### src/rtl/instruction_fetch_unit.sv
// Fetch sequencer feeding the IR: owns the PC, strobes instruction RAM, buffers the
// returned word and pulses IR_Load once per fetch. Stops for good on a HALT opcode.
module instruction_fetch_unit #(
  parameter int unsigned INST_WIDTH  = 21,
  parameter int unsigned PC_WIDTH    = 6,
  parameter int unsigned RAM_LATENCY = 1,
  parameter logic [2:0]  HALT_OPCODE = 3'b111
) (
  input  logic                  Clk,
  input  logic                  Reset,
  input  logic                  Run,
  input  logic                  Next_Inst,
  input  logic                  Jump,
  input  logic [PC_WIDTH-1:0]   Jump_Addr,
  input  logic [INST_WIDTH-1:0] Ram_Inst_In,
  output logic                  Ram_Rd_En,
  output logic [PC_WIDTH-1:0]   Ram_Addr,
  output logic [INST_WIDTH-1:0] Ram_Inst_Out,
  output logic                  IR_Load,
  output logic [PC_WIDTH-1:0]   PC,
  output logic                  Halted,
  output logic                  Fetch_Busy
);

  localparam int unsigned CNT_W = $clog2(RAM_LATENCY + 1);

  typedef enum logic [2:0] {
    S_IDLE,
    S_REQ,
    S_WAIT,
    S_LOAD,
    S_HOLD,
    S_HALT
  } state_t;

  state_t                  state;
  state_t                  state_nx;
  logic [CNT_W-1:0]        cnt;
  logic [CNT_W-1:0]        cnt_nx;
  logic [PC_WIDTH-1:0]     pc_nx;
  logic [INST_WIDTH-1:0]   inst_nx;

  // State, counter, PC and instruction buffer; outputs are registered from the next state
  // so they line up exactly with the state they describe.
  always_ff @(posedge Clk or posedge Reset) begin
    if (Reset) begin
      state        <= S_IDLE;
      cnt          <= '0;
      PC           <= '0;
      Ram_Inst_Out <= '0;
      Ram_Rd_En    <= 1'b0;
      Ram_Addr     <= '0;
      IR_Load      <= 1'b0;
      Halted       <= 1'b0;
      Fetch_Busy   <= 1'b0;
    end else begin
      state        <= state_nx;
      cnt          <= cnt_nx;
      PC           <= pc_nx;
      Ram_Inst_Out <= inst_nx;
      Ram_Rd_En    <= (state_nx == S_REQ);
      Ram_Addr     <= (state_nx == S_REQ) ? pc_nx : '0;
      IR_Load      <= (state_nx == S_LOAD);
      Halted       <= (state_nx == S_HALT);
      Fetch_Busy   <= (state_nx inside {S_REQ, S_WAIT, S_LOAD});
    end
  end

  // Next-state, PC and buffer update
  always_comb begin
    state_nx = state;
    cnt_nx   = cnt;
    pc_nx    = PC;
    inst_nx  = Ram_Inst_Out;
    case (state)
      S_IDLE: begin
        if (Run) state_nx = S_REQ;
      end
      S_REQ: begin
        cnt_nx   = CNT_W'(RAM_LATENCY);
        state_nx = S_WAIT;
      end
      S_WAIT: begin
        cnt_nx = cnt - CNT_W'(1);
        if (cnt == CNT_W'(1)) begin
          inst_nx  = Ram_Inst_In;
          state_nx = S_LOAD;
        end
      end
      S_LOAD: begin
        pc_nx    = PC + PC_WIDTH'(1);
        state_nx = (Ram_Inst_Out[INST_WIDTH-1 -: 3] == HALT_OPCODE) ? S_HALT : S_HOLD;
      end
      S_HOLD: begin
        // A jump target is taken even when the fetch stream is being parked in IDLE
        if (Next_Inst) begin
          if (Jump) pc_nx = Jump_Addr;
          state_nx = Run ? S_REQ : S_IDLE;
        end
      end
      S_HALT: begin
        state_nx = S_HALT;
      end
      default: begin
        state_nx = S_IDLE;
      end
    endcase
  end

endmodule
### config.mk
export PLATFORM = sky130hd
export DESIGN_NAME = instruction_fetch_unit
export DESIGN_NICKNAME = d
export VERILOG_FILES = /design/src/rtl/instruction_fetch_unit.sv
export SDC_FILE = /design/constraint.sdc
export NUM_CORES = 1
export LEC_CHECK = 0
export BUFFER_PORTS_ARGS = -buffer_cell sky130_fd_sc_hd__buf_4
export CORE_MARGIN = 4
export CORE_UTILIZATION = 51
export DETAILED_ROUTE_END_ITERATION = 10
export GPL_TIMING_DRIVEN = 1
export PLACE_DENSITY = 0.84
export REMOVE_ABC_BUFFERS = 1
export SYNTH_ARGS = -nofsm -noshare
export SYNTH_HDL_FRONTEND = slang
export SYNTH_SLANG_ARGS = --single-unit
export TNS_END_PERCENT = 10
### constraint.sdc
create_clock -name Clk -period 2.95 [get_ports Clk]
set_clock_uncertainty 0.1 [all_clocks]
set_input_delay 0.1475 -clock Clk [delete_from_list [all_inputs] [get_ports Clk]]
set_output_delay 0.1475 -clock Clk [all_outputs]
set_load 0.1 [all_outputs]
Word-level counts from Yosys, hierarchy flattened
Index checks and enable logic that the tools add are counted. Widths: inputs -> output; s select.

Bits in registers: 41. Input bits: 32. Output and inout port bits: 37. Logic and storage cells: 36.

Add/sub/neg operators: 2. Equality and inequality tests: 10. Muxes and demuxes: 11. Reductions and logical operators: 4.

Operators with widths (number): $mux 6 (3); $pmux 3 s6 (1); $eq 3x2->1 const B (4); $eq 3x3->1 const B (4); $pmux 6 s2 (1); $mux 3 (3); $add 6x1->6 const B (1); $eq 3x1->1 const B (2); $logic_not 3->1 (1); $reduce_bool 3->1 (1); $mux 1 (2); $pmux 1 s2 (1); $reduce_and 2->1 (1); $reduce_bool 2->1 (1); $sub 1x1->1 const B (1).

Depth between registers and ports, before layout
Gate-level depths: netlist of run 1.

Depth in word-level cells: 5. Mapped depth: 6. Gate-level depth less buffers: 5.

Worst setup path before layout of run 1
OpenSTA, ideal clock, no wires.

Kind: register -> register. Start point: reg PC[0]. End point: reg Ram_Addr[1]. Setup time: 0.119 ns. Data arrival time: 1.863 ns. Required time: 2.731 ns. Setup slack: 0.868 ns. Cell stages (with the launch flop): 5. Buffers on the path: 0. Clock period less this slack: 2.082 ns. Cells stage by stage: dfrtp_1 -> ha_1 -> and2_1 -> a221o_2 -> and2_1.

Cells in the longest elaborated chain, start to end: 3.

Ends and longest elaborated chain: start: declaration (line 20) `output logic [PC_WIDTH-1:0] PC,`; start signal: assignment (line 59) `PC <= pc_nx;`; $add 6x1->6 (line 91) `pc_nx = PC + PC_WIDTH'(1);`; $pmux 6 s2 (line 75) `case (state)`; via pc_nx[1] (line 40) `logic [PC_WIDTH-1:0] pc_nx;`; $mux 6 (line 62) `Ram_Addr <= (state_nx == S_REQ) ? pc_nx : '0;`; end signal: assignment (line 62); end: declaration (line 17) `output logic [PC_WIDTH-1:0] Ram_Addr,`.

The timed path passes the listed nets, and every way through them passes these cells. A chain may end at the register's enable or synchronous reset.

Final worst setup path of run 1
Start point: reg state[0]. End point: reg Ram_Addr[3].

Cells in the longest elaborated chain, start to end: 4. Elaborated cells between the ends (all ways): 13. Classes of those cells: 6 x eq/ne; 6 x mux; 1 x reduce/logical.

Ends and longest elaborated chain: start: declaration (line 36) `state_t state;`; start signal: assignment (line 57) `state <= state_nx;`; $eq 3x3->1, or another cell as far along (line 75); $pmux 3 s6 (line 75); $eq 3x1->1 (line 62); $mux 6 * (line 62).

Every way passes the cells marked *; elsewhere a longest branch is shown, timed or not.

==> results of run 1 <==
-- cell families after synthesis --
kind of cell | share of synthesized area
flops | 0.609
simple gates | 0.116
mux | 0.153
compound gates | 0.0750
buf+inv | 0.0342
xor+xnor | 0.00520
fa+ha+maj | 0.00743
-- where the power goes --
part	total, uW	switching [uW]	internal (uW)	leakage, uW
clock	387	184	202	0.0000455
sequential	562	0	562	0.000557
combinational	79.2	26.9	52.3	0.000779
total	1030	211	816	0.00138
-- path summary, 6_finish.rpt --
kind,from,end,depth (start not counted)
max,state[0],Ram_Addr[3],4
min,Run,Fetch_Busy,3
max reg2reg,state[0],Ram_Addr[3],4
min reg2reg,Ram_Inst_Out[7],Ram_Inst_Out[7],1
max in group asynchronous,Reset,Ram_Addr[3],4
min in group asynchronous,Reset,Ram_Inst_Out[20],4
-- critical path, stage by stage, from the launching register on --
cell,delay (ps)
dfrtp_1,530
nand2b_4,220
nor3_1,660
a21oi_1,210
a21oi_1,200
-- layout make-up --
| type | count | area (sq um) | share of cell area |
|---|---|---|---|
| inverters | 2 | 7.51 | 0.00289 |
| repair buffers | 98 | 806 | 0.311 |
| clock inverters | 1 | 30.0 | 0.0116 |
| multi-input cells | 81 | 616 | 0.237 |
| clock buffers | 7 | 55.1 | 0.0212 |
| flip-flops and latches | 41 | 1030 | 0.395 |
| well taps | 44 | 55.1 | 0.0212 |
-- metal layers --
metal | track usage | part of all wire | up-vias
li1 | - | - | 659
met1 | 0.302 | 0.36 | 733
met2 | 0.494 | 0.57 | 49
met3 | 0.0615 | 0.043 | 15
met4 | 0.0855 | 0.021 | 0
met5 | 0 | 0 | -
-- layout by cell type (no fill, tap or decap) --
cell            n
a21oi_1         9
nor2b_1         1
dlygate4sd3_1  28
nor2_1          6
and3_1          1
and3b_1         1
mux2i_1         1
a31oi_1         1
nor4_1          1
inv_1           2
a41oi_1         1
nand3b_1        1
clkbuf_4        5
dfrtp_1        41
a221o_1         1
nand2b_1        3
nor3_1          3
o31a_1          1
nor4bb_4        1
o31ai_1         1
xnor2_1         1
nand3_1         3
clkbuf_1        1
and2_1          5
buf_4          70
o21ai_0         4
ha_1            1
o32ai_1         1
mux2_2         22
a221o_2         1
clkbuf_8        1
bufinv_16       1
nand2b_4        1
nand2_1         9
-- per-stage QoR --
stage	util	cell area [sq um]	TNS, ps	setup slack (ps)	instances
after floorplan	-	1630	-11730	-505	124
final	0.836	2590	0	951	274
after CTS	0.836	2590	0	1080	274
after detailed placement	0.719	2230	0	1160	238
after global routing	0.836	2590	0	800	274
after global placement	0.719	2230	0	1230	238
-- state kept, by name, indices dropped and copies added (netlist names) --
register      flops
Ram_Addr          6
Ram_Inst_Out     21
Fetch_Busy        1
cnt               1
PC                6
IR_Load           1
state             3
Ram_Rd_En         1
Halted            1
==> reports/summary.txt, run 1 <==
die area: 0.00429 sq mm
count of different cell masters after synthesis: 31
setup repair bufs after CTS: 0
post-synthesis sequential area ratio: 0.609
post_cts resized: 0
Clk Latency, worst-skew pair: 360 ps
antenna violations before repair: 0
wire length per cell: 18.2 microns
Final Max Slew Viols: 0
Final HPWL DP: 2.85 mm
top cells by area, synth: dfrtp_1, mux2_2, a21oi_1, nand2_1, and2_1
global-route wire length before repair: 8.29 mm
status: complete, no violations
worst-margin pin slew: 808 ps
GP Congestion: 0.808
Synth Flop Type: dfrtp_1
NumNets Final: 262
clock slew at reported path FFs: 120 ps
Critical Path Sink Type: register
initial core utilization: 0.543
# hold bufs at CTS: 28
Synth Instances: 130
CTS tree: yes
max-capacitance violation count: 0
FFs w/ async S/R, synth: 1.00
Avg Cell Area, Syn: 13.0 sq um
Worst R2R Setup Slack: 950 ps
crit-path max FO: 10
total clock sinks: 41
area share of the largest cell type after synthesis: 0.609
DRT Pass-1 Iters: 4
row cnt: 20
GRT Total Usage: 0.267
critical path type: register to register
antenna cells: 0
HP Class: primary input to register
Die Span X: 65.5 microns
Final setup viols: 0
htree depth: 2
number of synthesized flops with an enable pin: 0
largest net degree at the start of global routing: 42
Final Power: 1030 uW
I/O Buffers: 68
critical path data arrival time: 2180 ps
clock root buffer: clkbuf_4
startpoint class of the critical path: register
via/cell ratio: 5.31
top-count cell post-synth: dfrtp_1
final hold violations: 0
synth cell count leaders: dfrtp_1, mux2_2, a21oi_1, nand2_1, nor2_1
PD cells: 396 mW/mm^2
antenna-violating nets left: 0
worst path required time: 3130 ps
deepest clock path buffer count: 2
fmax: 0.500 GHz
Synth Cell Area: 0.00168 sq mm
CTS buffer count: 5
minimum clock period: 2000 ps
RSZ-0062 raised after global routing: false
cell taking the most area after synthesis: dfrtp_1
Area Growth Syn to Fin: 54.1%
fin crit share: 0.678
Iteration-0 DRC Markers: 99
Yosys Warn Count: 0
DRC: 0
via count: 1456
Core ar.: 0.00310 sq mm
share of cells above drive strength 1: 0.443
die height: 65.5 microns
Hold WS: 7.88 ps
P_leak: 0.00138 uW
synthesis-stage register bit count: 41
maximum vdd drop: 0.319 mV
fill count: 173
grt ovf: 0
Top Ports: 69
relative slew slack: 0.457
drt total wl: 4.99 mm
vias in the first global route: 1543
Note: power is estimated with default switching activity, not from simulation.
==> inputs of run 2 (changes only) <==
Settings changed: CORE_UTILIZATION 51 to 47, PLACE_DENSITY 0.84 to 0.78.
Clock period 2.95 ns to 2.05 ns, I/O delays scaled along.
==> run 2 against run 1 <==
Effect of this change: global-route usage down 5.9 points; clock power down 3%; count of clock-buffer cells in the layout down 1; setup slack worse by 700 ps; cell area down 0.24%.
==> reports/summary.txt, run 2 (synthesized netlist as in run 1, its figures left out) <==
PD cells: 501 mW/mm^2
CTS buffer count: 5
Finished Cell Area: 0.00259 sq mm
worst path required time: 2190 ps
antenna-violating nets left: 0
wire length per cell: 15.2 microns
max-capacitance violation count: 0
Top Ports: 69
register area: 0.00103 sq mm
deepest clock path buffer count: 2
Clk network pwr share: 0.291
crit-path max FO: 10
CP bufs+invs: 0
P_int: 1020 uW
area of the multi-input gates: 616 sq um
fill count: 218
clock slew at reported path FFs: 120 ps
drt total wl: 4.25 mm
Largest regs: Ram_Inst_Out: 21 flops, PC: 6 flops, Ram_Addr: 6 flops
maximum vdd drop: 0.513 mV
via count: 1393
Sw Share: 0.218
startpoint class of the critical path: register
Clk Latency, worst-skew pair: 350 ps
P_leak: 0.00138 uW
die height: 67.9 microns
sequential power share: 0.623
Core ar.: 0.00339 sq mm
row cnt: 21
worst-margin pin slew: 498 ps
HP Class: primary input to register
Area Growth Syn to Fin: 53.7%
cell chain of the critical path: nand2b_4 -> o31a_1 -> a221o_1 -> and2_1
fmax: 0.556 GHz
max incr delay on CP: 520 ps
I/O Buffers: 68
share of cells above drive strength 1: 0.446
slowest cell on the critical path: dfrtp_1
via/cell ratio: 4.99
GP Congestion: 0.859
final hold violations: 0
DRC: 0
clock root buffer: clkbuf_4
Critical Path Sink Type: register
Hold WS: 52.0 ps
grt ovf: 0
critical path type: register to register
critical path data arrival time: 1940 ps
Final HPWL DP: 2.84 mm
fin crit share: 0.878
htree depth: 2
Top reg by flops: Ram_Inst_Out
die area: 0.00460 sq mm
minimum clock period: 1800 ps
Iteration-0 DRC Markers: 103
global-route wire length before repair: 6.88 mm
CTS tree: yes
Largest register FFs: 21
Crit path max-delay family: compound AO/OA/AOI/OAI gates
antenna violations before repair: 0
total clock sinks: 41
Net Switching: 283 uW
largest net degree at the start of global routing: 42
DRT Pass-1 Iters: 4
setup repair bufs after CTS: 0
Post-DP Area: 0.00225 sq mm
Logic pwr share: 0.087
Final setup viols: 0
Die Span X: 67.9 microns
commonest non-fill, non-tap cell in the layout: buf_4
initial core utilization: 0.497
GRT Total Usage: 0.208
RSZ-0062 raised after global routing: false
commonest non-fill, non-tap cells in the layout: buf_4, dfrtp_1, dlygate4sd3_1, mux2_2
Final Max Slew Viols: 0
setup ws final: 250 ps
antenna cells: 0
Placement Setup Slack: 307 ps
vias in the first global route: 1508
NumNets Final: 265
post_cts resized: 0
status: complete, no violations
relative slew slack: 0.668
==> run 2: worst paths after layout <==
kind                       depth (start not counted)          endpoint  slack (ps)       from
max in group asynchronous                          4   Ram_Inst_Out[5]        1190      Reset
min in group asynchronous                          4  Ram_Inst_Out[18]         310      Reset
setup reg to reg                                   4       Ram_Addr[2]         250   state[0]
hold / removal                                     4          state[2]          50  Next_Inst
setup / recovery                                   4       Ram_Addr[2]         250   state[0]
hold reg to reg                                    2               cnt         410        cnt
==> run 2: layer usage <==
metal  wire length [microns]  vias to the layer above  share of wire  track usage
li1                        -                      667              -            -
met1                    1670                      655           0.39        0.225
met2                    2110                       64           0.50        0.358
met3                     398                        7          0.094       0.0739
met4                      68                        0          0.016        0.104
met5                       0                        -              0            0
==> run 2: power groups by stage <==
stage	Sequential [uW]	Combinational, uW	Clock, uW
after floorplan	824	15.3	0
after global placement	824	65.1	0
after detailed placement	824	67.6	0
after CTS	808	112	391
after global routing	809	123	427
final	808	113	377
==> run 2: what timing repair did <==
action                                  4_1_cts  5_1_grt
hold buffers                                 29        0
hold endpoints to repair                     73        0
endpoints found under the setup margin        0        0
==> run 2: through the flow <==
stage	cells	util	power, uW	setup TNS [ps]
after global placement	242	0.663	889	0
after global routing	279	0.764	1360	0
final	279	0.764	1300	0
after CTS	279	0.764	1310	0
after floorplan	124	-	839	-34290
after detailed placement	242	0.663	892	0
==> run 2: final cells by class <==
cell class              count  area share
clock inverters             2     0.00387
inverters                   2     0.00290
well taps                  46      0.0222
multi-input cells          81       0.238
repair buffers            101       0.321
flip-flops and latches     41       0.396
clock buffers               6      0.0159
==> run 2: worst min-delay path: stages <==
cell,delay (ps)
buf_4,100
nand2b_4,60
nand2_1,60
o21ai_0,120
